## config.mk

```make
export PLATFORM = sky130hd
export DESIGN_NAME = elevator_scan_scheduler
export DESIGN_NICKNAME = d
export VERILOG_FILES = /design/src/rtl/elevator_scan_scheduler.sv
export SDC_FILE = /design/constraint.sdc
export NUM_CORES = 1
export LEC_CHECK = 0
export ABC_AREA = 0
export ABC_CLOCK_PERIOD_IN_PS = 2400
export CELL_PAD_IN_SITES_DETAIL_PLACEMENT = 1
export CELL_PAD_IN_SITES_GLOBAL_PLACEMENT = 1
export CORE_AREA = 4 4 54 76
export DETAILED_ROUTE_END_ITERATION = 6
export DIE_AREA = 0 0 58 80
export HOLD_SLACK_MARGIN = 0.15
export MAX_ROUTING_LAYER = met4
export PLACE_DENSITY_LB_ADDON = 0.1
export SLEW_MARGIN = 5
export SYNTH_ARGS = -nofsm -noshare
export SYNTH_HDL_FRONTEND = slang
export SYNTH_SLANG_ARGS = --single-unit
```

## constraint.sdc

```tcl
create_clock -name clk -period 2.4 [get_ports clk]
set_input_delay 0.48 -clock clk [delete_from_list [all_inputs] [get_ports clk]]
set_output_delay 0.48 -clock clk [all_outputs]
set_load 0.01 [all_outputs]
```

## src/rtl/elevator_scan_scheduler.sv

```systemverilog
// rtl/elevator_scan_scheduler.sv - SCAN-policy elevator call scheduler
module elevator_scan_scheduler #(
    parameter int NUM_FLOORS    = 3,
    parameter int FLOOR_W       = 2,
    parameter int TRAVEL_CYCLES = 4,
    parameter int DOOR_CYCLES   = 8
) (
    input  logic                  clk,
    input  logic                  rst_n,
    input  logic [NUM_FLOORS-1:0] call_req,
    output logic [NUM_FLOORS-1:0] pending,
    output logic [FLOOR_W-1:0]    cur_floor,
    output logic [FLOOR_W-1:0]    target_floor,
    output logic                  dir_up,
    output logic                  is_moving,
    output logic                  door_open,
    output logic                  arrived
);

    localparam int TW = (TRAVEL_CYCLES > 1) ? $clog2(TRAVEL_CYCLES) : 1;
    localparam int DW = (DOOR_CYCLES > 1) ? $clog2(DOOR_CYCLES) : 1;
    localparam logic [FLOOR_W-1:0] TOP = FLOOR_W'(NUM_FLOORS - 1);
    localparam logic [FLOOR_W-1:0] ONE = FLOOR_W'(1);
    localparam logic [TW-1:0] T_LAST = TW'(TRAVEL_CYCLES - 1);
    localparam logic [DW-1:0] D_LAST = DW'(DOOR_CYCLES - 1);

    typedef enum logic [1:0] {IDLE, MOVE, DOOR} state_t;

    state_t                 state, state_n;
    logic [TW-1:0]          tcnt, tcnt_n;
    logic [DW-1:0]          dcnt, dcnt_n;
    logic [FLOOR_W-1:0]     floor_n, step_floor, door_floor;
    logic                   dir_n, enter_door;
    logic                   ahead_up, ahead_dn, hit_cur;
    logic                   step_ahead_up, step_ahead_dn, hit_step, call_here;
    logic [NUM_FLOORS-1:0]  clear_mask;

    // Floor the car reaches if it completes one step in the current direction, clamped to the shaft
    always_comb begin
        step_floor = cur_floor;
        if (dir_up && (cur_floor < TOP))
            step_floor = cur_floor + ONE;
        else if (!dir_up && (cur_floor != '0))
            step_floor = cur_floor - ONE;
    end

    // Pending-call lookups; loops only visit real floors so unused floor codes read as empty
    always_comb begin
        ahead_up      = 1'b0;
        ahead_dn      = 1'b0;
        hit_cur       = 1'b0;
        step_ahead_up = 1'b0;
        step_ahead_dn = 1'b0;
        hit_step      = 1'b0;
        call_here     = 1'b0;
        for (int i = 0; i < NUM_FLOORS; i++) begin
            if (pending[i]) begin
                if (i >  int'(cur_floor))  ahead_up      = 1'b1;
                if (i <  int'(cur_floor))  ahead_dn      = 1'b1;
                if (i == int'(cur_floor))  hit_cur       = 1'b1;
                if (i >  int'(step_floor)) step_ahead_up = 1'b1;
                if (i <  int'(step_floor)) step_ahead_dn = 1'b1;
                if (i == int'(step_floor)) hit_step      = 1'b1;
            end
            if (call_req[i] && (i == int'(cur_floor))) call_here = 1'b1;
        end
    end

    // Nearest pending floor strictly ahead in the travel direction, else the current floor
    always_comb begin
        target_floor = cur_floor;
        if (dir_up) begin
            for (int i = NUM_FLOORS - 1; i >= 0; i--)
                if (pending[i] && (i > int'(cur_floor))) target_floor = FLOOR_W'(i);
        end else begin
            for (int i = 0; i < NUM_FLOORS; i++)
                if (pending[i] && (i < int'(cur_floor))) target_floor = FLOOR_W'(i);
        end
    end

    // SCAN next-state: serve here, continue ahead, or reverse; door call at the open floor restarts the timer
    always_comb begin
        state_n    = state;
        dir_n      = dir_up;
        floor_n    = cur_floor;
        tcnt_n     = tcnt;
        dcnt_n     = dcnt;
        enter_door = 1'b0;
        door_floor = cur_floor;
        case (state)
            IDLE: begin
                if (hit_cur) begin
                    state_n    = DOOR;
                    enter_door = 1'b1;
                    dcnt_n     = '0;
                end else if (dir_up ? ahead_up : ahead_dn) begin
                    state_n = MOVE;
                    tcnt_n  = '0;
                end else if (dir_up ? ahead_dn : ahead_up) begin
                    dir_n   = ~dir_up;
                    state_n = MOVE;
                    tcnt_n  = '0;
                end
            end
            MOVE: begin
                if (tcnt == T_LAST) begin
                    tcnt_n  = '0;
                    floor_n = step_floor;
                    if (hit_step) begin
                        state_n    = DOOR;
                        enter_door = 1'b1;
                        door_floor = step_floor;
                        dcnt_n     = '0;
                    end else if (!(dir_up ? step_ahead_up : step_ahead_dn)) begin
                        state_n = IDLE;
                    end
                end else begin
                    tcnt_n = tcnt + TW'(1);
                end
            end
            DOOR: begin
                if (call_here) begin
                    dcnt_n = '0;
                end else if (dcnt == D_LAST) begin
                    dcnt_n  = '0;
                    state_n = IDLE;
                end else begin
                    dcnt_n = dcnt + DW'(1);
                end
            end
            default: state_n = IDLE;
        endcase
    end

    // Clear the served floor on door entry and keep it clear while the door is open
    always_comb begin
        clear_mask = '0;
        for (int i = 0; i < NUM_FLOORS; i++) begin
            if (enter_door && (i == int'(door_floor)))
                clear_mask[i] = 1'b1;
            else if ((state == DOOR) && (i == int'(cur_floor)))
                clear_mask[i] = 1'b1;
        end
    end

    // State, counters, latched calls and registered status outputs
    always_ff @(posedge clk or negedge rst_n) begin
        if (!rst_n) begin
            state     <= IDLE;
            tcnt      <= '0;
            dcnt      <= '0;
            cur_floor <= '0;
            dir_up    <= 1'b1;
            pending   <= '0;
            is_moving <= 1'b0;
            door_open <= 1'b0;
            arrived   <= 1'b0;
        end else begin
            state     <= state_n;
            tcnt      <= tcnt_n;
            dcnt      <= dcnt_n;
            cur_floor <= floor_n;
            dir_up    <= dir_n;
            pending   <= (pending | call_req) & ~clear_mask;
            is_moving <= (state_n == MOVE);
            door_open <= (state_n == DOOR);
            arrived   <= enter_door;
        end
    end

endmodule

```

==> results_tabular.tex, run 1 <==
\begin{tabular}{lr}
\hline
Metric & Value \\
\hline
\multicolumn{2}{l}{\textbf{Finish}} \\
\quad Number of fill cells & 420 \\
\quad \# nets final & between 150 and 200 \\
\quad Layout overhead on the synthesized area & 27.87\% \\
\quad Number of antenna cells inserted & 0 \\
\quad Proportion of layout cells with a drive suffix above 1 & 0.1758 \\
\multicolumn{2}{l}{\textbf{STA}} \\
\quad Maximum clock frequency & 435.6 MHz \\
\quad Final setup TNS & 0 ns \\
\quad Setup violations, final & 0 \\
\quad Worst Max-Slew Pin Slew & 0.7591 ns \\
\quad Max-Slew Margin vs Limit & 0.4923 \\
\quad Ratio of final minimum period to clock period & 0.9564 \\
\quad Final hold slack & $\sim$0.47 ns \\
\quad Final-report hold violation count & 0 \\
\quad Final critical path time including I/O delays and setup & approximately 2.3 ns \\
\quad Setup Skew & around 0.002 ns \\
\quad Unrepaired setup endpoints after global routing & false \\
\quad Pins over their slew limit & 0 \\
\multicolumn{2}{l}{\textbf{Clocking}} \\
\quad Clock slew seen by the registers of the worst setup and hold paths & $\sim$0.060 ns \\
\quad Hold buffer count at CTS & 0 \\
\quad TritonCTS clock tree & done \\
\quad Number of levels in the clock H-tree & 1 \\
\quad Clock buffer count from CTS & 3 \\
\quad Clock latency at the later pin of the worst-skew pair & $\sim$0.26 ns \\
\quad Maximum count of clock buffers along a single path & 2 \\
\quad Clock Root Buffer & sky130\_fd\_sc\_hd\_\_clkbuf\_8 \\
\quad Number of buffers inserted by post-CTS setup repair & 0 \\
\quad Number of clock sinks seen by CTS & 16 \\
\multicolumn{2}{l}{\textbf{Run status}} \\
\quad Status & finished, final reports clean \\
\multicolumn{2}{l}{\textbf{Logic synthesis}} \\
\quad FFs w/ async S/R, synth & 1.000 \\
\quad Top area cells in the synthesized netlist & sky130\_fd\_sc\_hd\_\_dfrtp\_1 32\%, sky130\_fd\_sc\_hd\_\_ha\_1 8.5\%, sky130\_fd\_sc\_hd\_\_nand2\_1 7.0\% \\
\quad Area share of the largest cell type after synthesis & 0.3191 \\
\quad Post-synthesis instance area & $\sim$0.0012 mm2 \\
\quad Synthesized area divided by synthesized cell count & just over 8 um2 \\
\quad Flip-flop and latch count after synthesis & 16 \\
\quad Prevailing post-synth register cell & sky130\_fd\_sc\_hd\_\_dfrtp\_1 \\
\quad Syn Nets & around 160 \\
\quad Cell type contributing the most total cell area after synthesis & sky130\_fd\_sc\_hd\_\_dfrtp\_1 \\
\quad Count of distinct cell types in the synthesized netlist & 38 \\
\quad Sequential-to-total area share from yosys stat & 0.3415 \\
\quad Number of enable-type register cells in the synthesized netlist & 0 \\
\quad Yosys Warn Count & 0 \\
\quad Synthesized instance count & roughly 140 \\
\multicolumn{2}{l}{\textbf{Critical path}} \\
\quad Number of cells on the critical path & 7 \\
\quad Data required time at the worst endpoint & approximately 1.9 ns \\
\quad Category of the worst setup path launch point & flop \\
\quad Kind of cell adding the most delay to the critical path & simple AND/OR/NAND/NOR gates \\
\quad Critical path peak fanout & 5 \\
\quad Reg2Reg Capture Point & dcnt[0] \\
\quad Type of element capturing the critical path & primary output \\
\quad Worst path arrival time & about 1.8 ns \\
\quad R2R depth & 9 \\
\quad Crit-path cells & inv\_2 -> ha\_2 -> or3b\_4 -> nand2\_2 -> nand2\_1 -> a21o\_1 -> clkdlybuf4s15\_1 \\
\quad Launch point of the worst reg-to-reg path & cur\_floor[1] \\
\quad Flop2flop setup slack & between 0.1 and 0.15 ns \\
\quad Slowest cell delay on critical path & $\sim$0.40 ns \\
\quad Library cell contributing the largest single delay on the critical path & sky130\_fd\_sc\_hd\_\_or3b\_4 \\
\quad Worst setup path category & reg2out \\
\quad Critical path buffer and inverter count & 2 \\
\multicolumn{2}{l}{\textbf{Die}} \\
\quad Die Width & around 58 um \\
\quad Area of the core region & approximately 0.0034 mm2 \\
\quad DIE HEIGHT & around 80 um \\
\quad Area of the die & $\sim$0.0046 mm2 \\
\quad Row cnt & 25 \\
\quad Io pins & 16 \\
\quad Initial core utilization & 0.3481 \\
\multicolumn{2}{l}{\textbf{Route}} \\
\quad Post-route antenna net violation count & 0 \\
\quad Wire length per cell after detailed routing & between 15 and 20 um \\
\quad Vias after detailed routing & around 1200 \\
\quad \# DRC & 0 \\
\quad Drt first pass iters & 4 \\
\quad Via density & between 5 and 6 \\
\quad DRT Wirelength & 3450 um \\
\quad Iteration-0 DRC Markers & 67 \\
\multicolumn{2}{l}{\textbf{Worst hold path}} \\
\quad Class of the worst hold path & reg2reg \\
\quad Worst Hold Path Cells & 1 \\
\quad Endpoint of the worst hold path & tcnt[0] \\
\quad Hold path startpoint & tcnt[0] \\
\multicolumn{2}{l}{\textbf{Placed design}} \\
\quad Placer Congestion & between 0.8 and 0.9 \\
\quad DPL Wire Length & between 2000 and 3000 um \\
\quad Count of buffers inserted at the top-level ports & 15 \\
\multicolumn{2}{l}{\textbf{GRT}} \\
\quad Total global routing overflow & 0 \\
\quad Vias in the first global route & between 1000 and 1500 \\
\quad Global-route wire length before repair & 6016 um \\
\quad Overall fraction of global-route tracks in use & 0.1725 \\
\quad Antenna violations before repair & 0 \\
\quad Maximum number of pins on one net before global-route repair & 20 \\
\multicolumn{2}{l}{\textbf{Run}} \\
\quad Max\_cap viols & 0 \\
\multicolumn{2}{l}{\textbf{Pwr}} \\
\quad Peak supply drop & $\sim$0.69 mV \\
\quad Leakage dissipation & $\sim$0.65 nW \\
\quad Final Total Pwr & approximately 2.4 mW \\
\quad Power density over cell area & 1575 mW/mm2 \\
\hline
\end{tabular}
## synthesized netlist by cell type (2+ instances only)
master	n
sky130_fd_sc_hd__a222oi_1	2
sky130_fd_sc_hd__clkbuf_1	7
sky130_fd_sc_hd__o41a_1	2
sky130_fd_sc_hd__nand2_1	22
sky130_fd_sc_hd__nor2b_1	3
sky130_fd_sc_hd__dfrtp_1	15
sky130_fd_sc_hd__a211oi_1	2
sky130_fd_sc_hd__o21ai_0	9
sky130_fd_sc_hd__nand3_1	3
sky130_fd_sc_hd__o41ai_1	2
sky130_fd_sc_hd__buf_2	3
sky130_fd_sc_hd__inv_1	6
sky130_fd_sc_hd__nand3b_1	2
sky130_fd_sc_hd__nor2_1	13
sky130_fd_sc_hd__a31oi_1	6
sky130_fd_sc_hd__nor3b_1	2
sky130_fd_sc_hd__a21o_1	3
sky130_fd_sc_hd__a21oi_1	9
sky130_fd_sc_hd__ha_1	8
sky130_fd_sc_hd__o22ai_1	5
sky130_fd_sc_hd__or3b_1	2
## sequential cells by signal (all words and copies together), names as in the netlist
| name | flops |
|---|---|
| state | 2 |
| door_open | 1 |
| cur_floor | 2 |
| arrived | 1 |
| is_moving | 1 |
| tcnt | 2 |
| dcnt | 3 |
| pending | 3 |
| dir_up | 1 |
## worst max-delay path by stage
stage	start	to	slack (ns)
global placement	cur_floor[0]	target_floor[0]	0.1
detailed placement	cur_floor[0]	target_floor[0]	0.04
finish	cur_floor[0]	target_floor[0]	0.10
global route	cur_floor[1]	dcnt[2]	0.01
floorplan	cur_floor[1]	dcnt[0]	0.003
CTS	cur_floor[0]	target_floor[1]	0.01
## logic make-up after synthesis
| kind of cell | share of synthesized area |
|---|---|
| simple gates | 0.2106 |
| compound gates | 0.2904 |
| buf+inv | 0.06383 |
| flops | 0.3415 |
| fa+ha+maj | 0.08511 |
| mux | 0.008511 |
## repair_timing
action	CTS	global route
resized for setup	6	7
pin swaps	0	0
cloned	0	0
endpoints found under the setup margin	2	7
## power by group
part / leakage, nW / total (mW) / internal [mW] / switching, mW
clock: 0.0288 / 0.246 / 0.146 / 0.100
combinational: 0.426 / 1.57 / 0.730 / 0.837
sequential: 0.192 / 0.555 / 0.392 / 0.164
total: 0.647 / 2.37 / 1.27 / 1.10
## metrics by stage
stage | util | worst slack (ns) | instance area (um2) | cells
2_1_floorplan | - | 0.002556 | 1177 | 143
3_3_place_gp | 0.4230 | 0.09870 | 1429 | 201
3_5_place_dp | 0.4230 | 0.03813 | 1429 | 201
4_1_cts | 0.4407 | 0.01009 | 1489 | 205
5_1_grt | 0.4452 | 0.01126 | 1504 | 205
6_report | 0.4452 | 0.1045 | 1504 | 205
## per-layer routing
layer  up-vias  track usage  routed length (um)
li1        566            -                   -
met1       581       0.1928                1462
met2        17       0.3043                1847
met3         5      0.01942                  74
met4         0      0.07425                  65
met5         -            -                   0
## area by class of cell
| cell class | instances | area [um2] | share of cell area |
|---|---|---|---|
| multi-input combinational | 110 | 719.4 | 0.4784 |
| sequential | 16 | 401.6 | 0.2671 |
| timing repair buffer | 29 | 255.2 | 0.1697 |
| clock buffer | 4 | 55.05 | 0.03661 |
| tap | 40 | 50.05 | 0.03328 |
| inverter | 6 | 22.52 | 0.01498 |
## layout by cell type, fill, tap and decap left out, drive strengths merged, types with 3 or more instances in the layout
| cell type | instances |
|---|---|
| clkdlybuf4s50 | 13 |
| nor2b | 3 |
| buf | 14 |
| a21o | 3 |
| ha | 8 |
| o21ai | 9 |
| a31oi | 6 |
| nor2 | 13 |
| clkbuf | 4 |
| o22ai | 5 |
| nand2 | 22 |
| nand3 | 3 |
| inv | 6 |
| a21oi | 9 |
| dfrtp | 15 |
(Power assumes the default switching activity.)
==> run 2: changes to the inputs <==
Settings changed: CORE_AREA 4 4 54 76 to 2 2 52 74, DIE_AREA 0 0 58 80 to 0 0 54 76.
==> results_tabular.tex, run 2 (synthesis gave the netlist of run 1 again) <==
\begin{tabular}{lr}
\hline
Metric & Value \\
\hline
\multicolumn{2}{l}{\textbf{Run status}} \\
\quad Status & finished, final reports clean \\
\multicolumn{2}{l}{\textbf{Critical path}} \\
\quad Setup crit start & cur\_floor[1] \\
\quad Critical path peak fanout & 4 (-1) \\
\quad Category of the worst setup path launch point & flop \\
\quad Type of element capturing the critical path & primary output \\
\quad Data required time at the worst endpoint & 1.92 ns (about the same) \\
\quad Worst setup path category & reg2out \\
\quad Worst path arrival time & 1.82 ns (about the same) \\
\quad R2R depth & 9 (unchanged) \\
\quad Critical path endpoint & target\_floor[0] \\
\quad Flop2flop setup slack & 0.20 ns (+0.07 ns) \\
\quad Launch point of the worst reg-to-reg path & cur\_floor[1] \\
\quad Reg2Reg Capture Point & dcnt[1] \\
\multicolumn{2}{l}{\textbf{STA}} \\
\quad Minimum setup slack in the final design & 0.09909 ns (-0.005441 ns) \\
\quad Unrepaired setup endpoints after global routing & false \\
\quad Final critical path time including I/O delays and setup & 2.301 ns (+0.005441 ns) \\
\quad Ratio of final minimum period to clock period & 0.9587 (+0.002267) \\
\quad Setup Skew & 0.001616 ns (-0.0004208 ns) \\
\quad Max-Slew Margin vs Limit & 0.4944 (+0.002081) \\
\quad Maximum clock frequency & 434.6 MHz (-0.24\%) \\
\quad Pins over their slew limit & 0 (unchanged) \\
\quad Worst Max-Slew Pin Slew & 0.7560 ns (-0.003110 ns) \\
\quad Final hold slack & 0.4740 ns (-0.0003290 ns) \\
\quad Setup violations, final & 0 (unchanged) \\
\quad Final-report hold violation count & 0 (unchanged) \\
\multicolumn{2}{l}{\textbf{Clocking}} \\
\quad Number of clock sinks seen by CTS & 16 (unchanged) \\
\quad Maximum count of clock buffers along a single path & 2 (unchanged) \\
\quad Clock buffer count from CTS & 3 (unchanged) \\
\quad Clock latency at the later pin of the worst-skew pair & 0.25 ns (about the same) \\
\quad TritonCTS clock tree & done \\
\quad Clock Root Buffer & sky130\_fd\_sc\_hd\_\_clkbuf\_8 \\
\quad Number of levels in the clock H-tree & 1 (unchanged) \\
\quad Clock slew seen by the registers of the worst setup and hold paths & 0.07 ns (about the same) \\
\quad Hold buffer count at CTS & 0 (unchanged) \\
\multicolumn{2}{l}{\textbf{Placed design}} \\
\quad DPL Wire Length & 2823 um (+5.9\%) \\
\quad Total cell area at the placement stage & 0.001431 mm2 (+0.17\%) \\
\quad Placer Congestion & 0.8041 (-1.7\%) \\
\quad Count of buffers inserted at the top-level ports & 15 (unchanged) \\
\quad Setup Slack @ Placement & -0.04317 ns (-0.08130 ns) \\
\multicolumn{2}{l}{\textbf{Die}} \\
\quad Area of the die & 0.004104 mm2 (-12\%) \\
\quad Io pins & 16 (unchanged) \\
\quad Area of the core region & 0.003513 mm2 (+4.0\%) \\
\quad DIE HEIGHT & 76 um (-5.0\%) \\
\quad Die Width & 54 um (-6.9\%) \\
\quad Initial core utilization & 0.3348 (-0.01339) \\
\quad Row cnt & 26 (+4.0\%) \\
\multicolumn{2}{l}{\textbf{Finish}} \\
\quad Biggest regs & dcnt (3), pending (3) \\
\quad \# nets final & 179 (unchanged) \\
\quad Number of antenna cells inserted & 0 (unchanged) \\
\quad Most common cell after layout, fill and taps aside & sky130\_fd\_sc\_hd\_\_nand2\_1 \\
\quad Number of fill cells & 435 (+3.6\%) \\
\quad Final Util & 0.4266 (-0.01855) \\
\quad Leading cell types in the layout, fill and taps excluded & 22 x sky130\_fd\_sc\_hd\_\_nand2\_1, 15 x sky130\_fd\_sc\_hd\_\_dfrtp\_1, 14 x sky130\_fd\_sc\_hd\_\_buf\_4 \\
\quad Layout Cell Area excl Fill & 0.001499 mm2 (-0.33\%) \\
\quad Proportion of layout cells with a drive suffix above 1 & 0.1758 (unchanged) \\
\quad Layout overhead on the synthesized area & 27.45\% \\
\multicolumn{2}{l}{\textbf{Route}} \\
\quad \# DRC & 0 (unchanged) \\
\quad DRT Wirelength & 3553 um (+3.0\%) \\
\quad Post-route antenna net violation count & 0 (unchanged) \\
\quad Via density & 5.633 (-1.2\%) \\
\quad Iteration-0 DRC Markers & 23 (-66\%) \\
\quad Vias after detailed routing & 1166 (-0.26\%) \\
\quad Wire length per cell after detailed routing & 17.16 um (+2.0\%) \\
\quad Drt first pass iters & 5 (+1) \\
\multicolumn{2}{l}{\textbf{GRT}} \\
\quad Overall fraction of global-route tracks in use & 0.1993 (+0.02678) \\
\quad Total global routing overflow & 0 (unchanged) \\
\quad Global-route wire length before repair & 5899 um (-1.9\%) \\
\quad Antenna violations before repair & 0 (unchanged) \\
\quad Maximum number of pins on one net before global-route repair & 20 (unchanged) \\
\quad Vias in the first global route & 1238 (-1.6\%) \\
\multicolumn{2}{l}{\textbf{Run}} \\
\quad Max\_cap viols & 0 (unchanged) \\
\multicolumn{2}{l}{\textbf{Worst hold path}} \\
\quad Class of the worst hold path & reg2reg \\
\multicolumn{2}{l}{\textbf{Pwr}} \\
\quad Leakage dissipation & 0.6485 nW (+0.21\%) \\
\quad Peak supply drop & 0.6103 mV (-11\%) \\
\quad Power density over cell area & 1571 mW/mm2 (-0.25\%) \\
\hline
\end{tabular}
run 2: cell types whose count changed in the layout (fill, tap and decap cells not counted), sizes merged:
cell and delta:
clkbuf +1, clkdlybuf4s15 -1
run 2: through the flow:
stage | total power [mW] | cells | TNS, ns
floorplan | 1.477 | 143 | 0
global placement | 2.065 | 203 | 0
detailed placement | 2.122 | 203 | -0.04317
CTS | 2.376 | 207 | -0.01004
global route | 2.589 | 207 | 0
finish | 2.355 | 207 | 0
run 2: final cells by class:
class	instances	area, um2	area share
Timing Repair Buffer	29	250.2	0.1669
Inverter	6	22.52	0.01503
Tap cell	42	52.55	0.03506
Clock buffer	4	55.05	0.03673
Sequential cell	16	401.6	0.2679
Multi-Input combinational cell	110	716.9	0.4783
run 2: worst max-delay path, cell delays in order (launching register included):
cell and delay (ns):
sky130_fd_sc_hd__dfrtp_1 0.43, sky130_fd_sc_hd__ha_2 0.21, sky130_fd_sc_hd__or3b_1 0.39, sky130_fd_sc_hd__nand2_1 0.08
sky130_fd_sc_hd__nand2_1 0.07, sky130_fd_sc_hd__a21o_1 0.17, sky130_fd_sc_hd__clkdlybuf4s15_1 0.22
run 2: worst min-delay path by stage:
stage | startpoint | end | slack [ns] | cells past startpoint
floorplan | rst_n | arrived | 0.18 | 0
global placement | tcnt[0] | tcnt[0] | 0.47 | 1
detailed placement | tcnt[0] | tcnt[0] | 0.47 | 1
CTS | tcnt[0] | tcnt[0] | 0.48 | 1
global route | tcnt[0] | tcnt[0] | 0.52 | 1
finish | tcnt[0] | tcnt[0] | 0.47 | 1
run 2: power breakdown:
group	total, mW	internal, mW	leakage (nW)	switching, mW
logic	1.56	0.707	0.427	0.851
registers	0.556	0.392	0.192	0.164
clock network	0.242	0.145	0.0288	0.0960
run 2: per-layer routing:
| layer | up-vias | wire, um | global-route usage |
|---|---|---|---|
| li1 | 565 | - | - |
| met1 | 580 | 1449 | 0.2240 |
| met2 | 17 | 1989 | 0.3524 |
| met3 | 4 | 57 | 0.01373 |
| met4 | 0 | 57 | 0.07250 |
| met5 | - | 0 | - |
run 2: timing repair:
action / CTS / global route
setup buffers: 0 / 0
cloned: 0 / 0
endpoints found under the setup margin: 2 / 4
pin swaps: 0 / 2
gates resized for setup: 7 / 6
==> run 3: changes to the inputs <==
Settings changed: CAP_MARGIN set to 20, CELL_PAD_IN_SITES_DETAIL_PLACEMENT 1 to unset, CELL_PAD_IN_SITES_GLOBAL_PLACEMENT 1 to unset, PLACE_DENSITY_LB_ADDON 0.1 to unset.
==> results_tabular.tex, run 3 (synthesis gave the netlist of run 1 again) <==
\begin{tabular}{lr}
\hline
Metric & Value \\
\hline
\multicolumn{2}{l}{\textbf{Run status}} \\
\quad Status & finished, final reports clean \\
\multicolumn{2}{l}{\textbf{Finish}} \\
\quad Number of fill cells & 360 (-17\%) \\
\quad \# nets final & 178 (-0.56\%) \\
\quad Most common cell after layout, fill and taps aside & sky130\_fd\_sc\_hd\_\_nand2\_1 \\
\quad Final Util & 0.4291 (+0.002493) \\
\quad Biggest regs & dcnt (3), pending (3) \\
\quad Number of antenna cells inserted & 0 (unchanged) \\
\quad Proportion of layout cells with a drive suffix above 1 & 0.1707 (-0.005026) \\
\quad Layout overhead on the synthesized area & 28.19\% \\
\quad Leading cell types in the layout, fill and taps excluded & 22 x sky130\_fd\_sc\_hd\_\_nand2\_1, 15 x sky130\_fd\_sc\_hd\_\_dfrtp\_1, 13 x sky130\_fd\_sc\_hd\_\_clkdlybuf4s50\_1, 13 x sky130\_fd\_sc\_hd\_\_buf\_4, 12 x sky130\_fd\_sc\_hd\_\_nor2\_1 \\
\multicolumn{2}{l}{\textbf{STA}} \\
\quad Ratio of final minimum period to clock period & 0.9669 (+0.008189) \\
\quad Final-report hold violation count & 0 (unchanged) \\
\quad Setup violations, final & 0 (unchanged) \\
\quad Max-Slew Margin vs Limit & 0.5148 (+0.02041) \\
\quad Pins over their slew limit & 0 (unchanged) \\
\quad Final critical path time including I/O delays and setup & 2.321 ns (+0.01965 ns) \\
\quad Unrepaired setup endpoints after global routing & true \\
\quad Worst Max-Slew Pin Slew & 0.7255 ns (-0.03052 ns) \\
\quad Minimum setup slack in the final design & 0.07943 ns (-0.01965 ns) \\
\quad Maximum clock frequency & 430.9 MHz (-0.85\%) \\
\quad Setup Skew & 0.005141 ns (+0.003525 ns) \\
\multicolumn{2}{l}{\textbf{Critical path}} \\
\quad Category of the worst setup path launch point & flop \\
\quad Type of element capturing the critical path & primary output \\
\quad Critical path buffer and inverter count & 1 (unchanged) \\
\quad Worst path arrival time & 1.84 ns (+0.02 ns) \\
\quad Crit-path cells & ha\_4 -> or3b\_4 -> nand2\_1 -> nand2\_1 -> a21o\_1 -> dlygate4sd2\_1 \\
\quad Worst setup path category & reg2out \\
\quad CP dominant cell by count & sky130\_fd\_sc\_hd\_\_nand2\_1 \\
\quad Slowest cell delay on critical path & 0.44 ns (about the same) \\
\quad Library cell contributing the largest single delay on the critical path & sky130\_fd\_sc\_hd\_\_dfrtp\_1 \\
\quad Kind of cell adding the most delay to the critical path & simple AND/OR/NAND/NOR gates \\
\quad Critical path peak fanout & 5 (+1) \\
\quad Data required time at the worst endpoint & 1.92 ns (about the same) \\
\multicolumn{2}{l}{\textbf{Die}} \\
\quad Area of the die & 0.004104 mm2 (unchanged) \\
\quad Area of the core region & 0.003513 mm2 (unchanged) \\
\quad DIE HEIGHT & 76 um (unchanged) \\
\quad Io pins & 16 (unchanged) \\
\quad Row cnt & 26 (unchanged) \\
\quad Initial core utilization & 0.3348 (unchanged) \\
\quad Die Width & 54 um (unchanged) \\
\multicolumn{2}{l}{\textbf{Run}} \\
\quad Max\_cap viols & 0 (unchanged) \\
\multicolumn{2}{l}{\textbf{Pwr}} \\
\quad Peak supply drop & 0.6512 mV (+6.7\%) \\
\quad Clock network fraction of total power & 0.091 (-0.012) \\
\quad Share of power burned in registers & 0.238 (+0.002) \\
\quad Power density over cell area & 1538 mW/mm2 (-2.1\%) \\
\quad Gate power share & 0.671 (+0.010) \\
\quad Final Total Pwr & 2.318 mW (-1.6\%) \\
\quad Leakage dissipation & 0.6429 nW (-0.86\%) \\
\quad Internal Pwr Total & 1.236 mW (-0.64\%) \\
\quad Sw Ratio & 0.4667 (-0.004996) \\
\quad Net Sw Power & 1.082 mW (-2.6\%) \\
\multicolumn{2}{l}{\textbf{GRT}} \\
\quad Overall fraction of global-route tracks in use & 0.1783 (-0.02100) \\
\quad Global-route wire length before repair & 5457 um (-7.5\%) \\
\quad Antenna violations before repair & 0 (unchanged) \\
\quad Vias in the first global route & 1209 (-2.3\%) \\
\quad Total global routing overflow & 0 (unchanged) \\
\quad Maximum number of pins on one net before global-route repair & 19 (-5.0\%) \\
\multicolumn{2}{l}{\textbf{Clocking}} \\
\quad Maximum count of clock buffers along a single path & 2 (unchanged) \\
\quad Hold buffer count at CTS & 0 (unchanged) \\
\quad Clock buffer count from CTS & 3 (unchanged) \\
\quad Clock latency at the later pin of the worst-skew pair & 0.25 ns (about the same) \\
\quad Number of levels in the clock H-tree & 1 (unchanged) \\
\quad Clock Root Buffer & sky130\_fd\_sc\_hd\_\_clkbuf\_8 \\
\quad TritonCTS clock tree & done \\
\quad Clock slew seen by the registers of the worst setup and hold paths & 0.06 ns (about the same) \\
\quad Number of clock sinks seen by CTS & 16 (unchanged) \\
\multicolumn{2}{l}{\textbf{Route}} \\
\quad Wire length per cell after detailed routing & 15.37 um (-10\%) \\
\quad DRT Wirelength & 3166 um (-11\%) \\
\quad Vias after detailed routing & 1186 (+1.7\%) \\
\quad Iteration-0 DRC Markers & 41 (+78\%) \\
\quad Post-route antenna net violation count & 0 (unchanged) \\
\quad Drt first pass iters & 4 (-1) \\
\quad \# DRC & 0 (unchanged) \\
\quad Via density & 5.757 (+2.2\%) \\
\multicolumn{2}{l}{\textbf{Placed design}} \\
\quad Count of buffers inserted at the top-level ports & 15 (unchanged) \\
\quad DPL Wire Length & 2338 um (-17\%) \\
\quad Setup Slack @ Placement & 0.05676 ns (+0.09993 ns) \\
\quad Placer Congestion & 0.8647 (+7.5\%) \\
\multicolumn{2}{l}{\textbf{Worst hold path}} \\
\quad Class of the worst hold path & reg2reg \\
\hline
\end{tabular}
[run 3: changes by cell type in the layout (fill, tap and decap cells not counted), sizes merged]
cell           change
clkbuf             -1
buf                -1
dlygate4sd2        +2
clkdlybuf4s15      -1
[run 3: power groups by stage]
stage | clock network [mW] | registers, mW | logic (mW)
finish | 0.210 | 0.552 | 1.56
global route | 0.227 | 0.574 | 1.72
CTS | 0.217 | 0.538 | 1.50
detailed placement | 0 | 0.543 | 1.49
global placement | 0 | 0.534 | 1.45
floorplan | 0 | 0.496 | 0.981
[run 3: final cells by class]
cell class	instances	area, um2	share of cell area
clock buffer	4	45.04	0.02988
inverter	6	22.52	0.01494
multi-input combinational	110	740.7	0.4913
sequential	16	401.6	0.2664
tap	42	52.55	0.03485
timing repair buffer	28	245.2	0.1627
[run 3: routing by layer]
metal | up-vias | routed length (um) | track usage
met5 | - | 0 | -
met3 | 6 | 117 | 0.01373
met1 | 582 | 1311 | 0.2078
met2 | 32 | 1670 | 0.2915
met4 | 0 | 66 | 0.09750
li1 | 566 | - | -
[run 3: path summary, 6_finish.rpt]
kind                              start               to  slack, ns  cells after the start
max                        cur_floor[1]  target_floor[0]       0.08                      6
min                             tcnt[0]          tcnt[0]       0.49                      1
max reg2reg                cur_floor[1]          dcnt[0]       0.13                      9
min reg2reg                     tcnt[0]          tcnt[0]       0.49                      1
max in group asynchronous         rst_n       pending[0]       1.28                      1
min in group asynchronous         rst_n          arrived       0.66                      1
[run 3: timing repair]
item / 4_1_cts / 5_1_grt
gates resized for setup: 6 / 7
endpoints found under the setup margin: 2 / 2
setup buffers: 1 / 0
[run 3: per-stage QoR]
step	TNS, ns	instance area (um2)	hold slack [ns]	cells
6_report	0	1508	0.4862	206
5_1_grt	-0.004972	1508	0.5043	206
4_1_cts	0	1476	0.4880	206
3_5_place_dp	0	1416	0.4792	201
3_3_place_gp	0	1416	0.4758	201
2_1_floorplan	0	1177	0.1844	143
==> edit 1: new RTL, config.mk and constraints of run 3 <==
The 3 states of `state_t` get a one-hot encoding in 3 bits.
--- a/src/rtl/elevator_scan_scheduler.sv
+++ b/src/rtl/elevator_scan_scheduler.sv
@@ -25,5 +25,5 @@
     localparam logic [DW-1:0] D_LAST = DW'(DOOR_CYCLES - 1);
 
-    typedef enum logic [1:0] {IDLE, MOVE, DOOR} state_t;
+    typedef enum logic [2:0] {IDLE = 3'b001, MOVE = 3'b010, DOOR = 3'b100} state_t;
 
     state_t                 state, state_n;
Behaviour: same outputs for any inputs over 10 cycles, from zero or initial values and one cycle with rst_n low; not proved beyond that.
==> edit 1 against run 3 <==
Critical endpoint is now target_floor[1]. Sequential share of layout area up 0.83 points. Final cell count down 2.4%. Synthesized area up 1.4%. Worst setup slack better by 0.019 ns. Design area up 3.3%. Sequential cell count up 1. Total power down 10%. Synthesized cell count down 11%. Maximum frequency up 0.85%. Largest power group unchanged. Wire length down 0.73%.
==> edit 1: results <==
metrics = {
    "pwr": {
        "ir_drop_mv": 0.5448,
        "p_leak_uw": 0.0006835,
    },
    "place": {
        "gp_congestion": 0.8259,
        "pre_cts_ws_ns": 0.01413,
        "placed_area_mm2": 0.001491,
        "dp_hpwl_mm": 2.475,
    },
    "logic_synthesis": {
        "synth_compound_area_share_pct": 28.75,
        "ys_types": 48,
        "synthAdderAreaFrac_pct": 8.395,
        "synth-seq-area-share_pct": 35.89,
        "netlist_top_cells_count": "15 x dfrtp_1, 13 x nand2_1, 9 x nor2_1, 8 x ha_1",
        "synthMuxAreaShare_pct": 2.518,
        "synth_nets": 140,
        "synth.area.top_cells": "dfrtp_1 31%, ha_1 8.4%, dfstp_2 4.4%, nand2_1 4.1%, nand2b_1 3.1%",
        "syn_area_per_cell_um2": 9.389,
        "synth_xor_area_share_pct": 0.7345,
    },
    "critical_path": {
        "rr_startpoint": "cur_floor[1]",
        "crit_arrival_ns": 1.82,
        "worst-path-max-fanout": 6,
        "slowest_delay_ns": 0.42,
        "r2r_end": "dcnt[2]",
        "critPathTopFamily": "buffers and inverters",
    },
    "status": {
        "status": "complete, no violations",
    },
    "layout": {
        "drive_above_1_share_pct": 19.50,
        "largestRegisters": "dcnt (3), pending (3), state (3)",
        "fin_cells": 201,
    },
    "drt": {
        "initialDrtViolationCount": 40,
        "wl_met1_mm": 1.122,
        "wl_met3_um": 79,
        "vias": 1129,
        "wire_per_inst_um": 15.64,
        "firstDrtPassIters": 4,
        "wl_met2_mm": 1.876,
    },
    "hold_path": {
        "hold_path.startpoint": "dcnt[1]",
    },
    "timing": {
        "worst_pin_slew_ns": 0.5385,
        "finClkSkew_ns": 0.001080,
    },
    "global_routing": {
        "grt_pass1_wl_mm": 5.299,
        "use_met3_pct": 0.5882,
        "use_met2_pct": 32.56,
        "grtUsageMet1_pct": 19.07,
        "grtUsageTotal_pct": 17.92,
        "grt_max_degree": 18,
    },
    "clocking": {
        "clkTransAtPathRegs_ns": 0.07,
    },
}
==> edit 1: changes by cell type after synthesis, sizes merged, moves of 4 or more <==
cell,delta
a31oi,-5
nand2b,+5
clkbuf,-4
nor2,-4
nand2,-9
==> edit 1: area by class of cell <==
| type | count | area (um^2) |
|---|---|---|
| fillers | 343 | 1956 |
| multi-input cells | 101 | 733.2 |
| flip-flops and latches | 17 | 427.9 |
| repair buffers | 33 | 284.0 |
| well taps | 42 | 52.55 |
| clock buffers | 4 | 45.04 |
| inverters | 4 | 15.01 |
==> edit 1: how the worst max path moves through the flow <==
stage / startpoint / to / slack, ns / cells after the start
after global placement: cur_floor[0] / target_floor[1] / 0.12 / 6
after floorplan: cur_floor[1] / dcnt[1] / 0.001 / 9
after detailed placement: cur_floor[1] / target_floor[1] / 0.01 / 6
final: cur_floor[1] / target_floor[1] / 0.1 / 6
after global routing: cur_floor[0] / target_floor[0] / -0.02 / 7
after CTS: cur_floor[1] / target_floor[1] / 0.08 / 6
==> edit 1: timing repair <==
action	4_1_cts	5_1_grt
cloned	0	0
buffers inserted	2	0
setup endpoints to repair	2	2
gates resized for setup	4	3
==> edit 1: stage by stage <==
step	total power (uW)	hold slack, ns	utilization (%)
2_1_floorplan	1334	0.1844	-
5_1_grt	2247	0.5214	44.34
3_3_place_gp	1808	0.4765	42.45
3_5_place_dp	1850	0.4878	42.45
4_1_cts	2073	0.5011	44.23
6_report	2077	0.4967	44.34
==> edit 1: report_power, final <==
part	switching (uW)	total (uW)	internal, uW	leakage (uW)
Sequential	83.9	476	392	0.000211
Clock	102	220	118	0.0000228
Combinational	707	1380	674	0.000450
==> edit 2: new RTL, settings of run 3 <==
Without the edit above. The parameter `DOOR_CYCLES` goes from 8 to 4.
--- a/src/rtl/elevator_scan_scheduler.sv
+++ b/src/rtl/elevator_scan_scheduler.sv
@@ -4,5 +4,5 @@
     parameter int FLOOR_W       = 2,
     parameter int TRAVEL_CYCLES = 4,
-    parameter int DOOR_CYCLES   = 8
+    parameter int DOOR_CYCLES   = 4
 ) (
     input  logic                  clk,
Check against the original RTL: not equivalent (Yosys sat finds a counterexample within 10 cycles, from zero or initial values and one cycle with rst_n low).
==> edit 2 against run 3 <==
Sequential power is 13% lower. Synthesized area fell by 2.1%. Combinational power grew 12%. Clock skew fell by 0.0043 ns. Clock power shrank 3%. Worst setup slack improved by 0.078 ns. Total power is 4.5% higher. Design area fell by 1.0%. Wire length up 2.9%. Sequential cell count shrank 1. Largest cell class unchanged.
==> edit 2: results <==
metrics = {
    "hold_path": {
        "hold_depth": 1,
        "hp-class": "reg -> reg",
        "hold_path.startpoint": "tcnt[1]",
        "min_to": "tcnt[1]",
    },
    "global_routing": {
        "grtUsageTotal_pct": 17.91,
        "grt_pass1_wl_mm": 5.533,
        "grt_max_degree": 16,
        "grt_pass1_vias": 1163,
    },
    "layout": {
        "drive_above_1_share_pct": 19.63,
        "nets": 176,
        "regMostFlops": "pending",
    },
    "logic_synthesis": {
        "syn_area_per_cell_um2": 8.464,
        "ys_types": 45,
        "synth-seq-area-share_pct": 32.72,
        "yosys_warnings": 0,
        "synth.area.top_cells": "dfrtp_1 30%, ha_1 7.6%, a21oi_1 6.1%, nand2_1 5.2%, o21ai_0 2.6%",
        "synth_nets": 148,
        "netlist_top_cells_count": "16 x nand2_1, 14 x a21oi_1, 14 x dfrtp_1, 8 x nor2_1",
    },
    "critical_path": {
        "critPathTopFamily": "compound AO/OA/AOI/OAI gates",
        "worst_r2r_path_depth": 8,
        "worst-path-max-fanout": 11,
        "crit_arrival_ns": 2.36,
        "slowest_delay_ns": 0.41,
        "worst-r2r-setup-slack_ns": 0.16,
    },
    "status": {
        "status": "complete, no violations",
    },
    "place": {
        "gp_congestion": 0.8245,
        "dp_hpwl_mm": 2.552,
    },
    "drt": {
        "wl_met2_mm": 1.769,
        "wl_met1_mm": 1.381,
        "wl_met3_um": 76,
        "drt_wl_total_mm": 3.257,
        "vias": 1150,
        "firstDrtPassIters": 5,
        "initialDrtViolationCount": 38,
        "routed_via_density": 5.610,
    },
    "timing": {
        "finClkSkew_ns": 0.0008065,
        "worst_pin_slew_ns": 0.6683,
        "finalSetupViolCount": 0,
    },
    "pwr": {
        "ir_drop_mv": 0.8283,
        "p_leak_uw": 0.0006377,
    },
}
edit 2: logic make-up (layout without fill, tap and decap cells):
| family | Yosys count | after routing | synth area share [%] |
|---|---|---|---|
| AO/OA/AOI/OAI | 50 | 50 | 31.96 |
| AND/OR/NAND/NOR | 47 | 47 | 20.44 |
| flip-flops | 15 | 15 | 32.72 |
| buffers and inverters | 14 | 41 | 4.674 |
| adder cells (fa/ha/maj) | 7 | 7 | 7.608 |
| multiplexers | 2 | 2 | 1.848 |
| XOR/XNOR | 1 | 1 | 0.7610 |
edit 2: metrics by stage:
stage | setup WS, ns | power [uW] | area (um^2)
after floorplan | 0.1341 | 1532 | 1151
after global placement | 0.1006 | 2164 | 1435
after detailed placement | 0.04151 | 2204 | 1435
after CTS | 0.03794 | 2394 | 1479
after global routing | 0.02467 | 2624 | 1493
final | 0.1576 | 2422 | 1493
edit 2: area by class of cell:
type	instances	area, um^2
Fill cell	367	2021
Clock buffer	3	41.29
Timing Repair Buffer	31	260.3
Multi-Input combinational cell	107	734.5
Inverter	6	22.52
Clock inverter	1	5.005
Tap cell	42	52.55
Sequential cell	15	376.6
edit 2: worst max-delay path by stage:
stage | from | endpoint | slack, ns
floorplan | cur_floor[1] | arrived | 0.13
global placement | cur_floor[1] | target_floor[1] | 0.10
detailed placement | cur_floor[0] | target_floor[0] | 0.04
CTS | cur_floor[0] | target_floor[1] | 0.04
global route | cur_floor[0] | state[1] | 0.02
finish | cur_floor[0] | dcnt[0] | 0.16
edit 2: report_power, final:
part / switching, uW / internal [uW] / total, uW
Clock: 89.2 / 115 / 204
Sequential: 107 / 372 / 479
Combinational: 950 / 789 / 1740
Total: 1150 / 1280 / 2420
edit 2: routing by layer:
metal / global-route usage [%] / up-vias
li1: - / 563
met1: 22.15 / 554
met2: 29.88 / 31
met3: 1.373 / 2
met4: 6.000 / 0
met5: - / -
edit 2: repair_timing:
action | in CTS | in global routing
resized for setup | 2 | 9
buffers inserted | 0 | 1
setup endpoints to repair | 2 | 6
hold endpoints to repair | 0 | 0
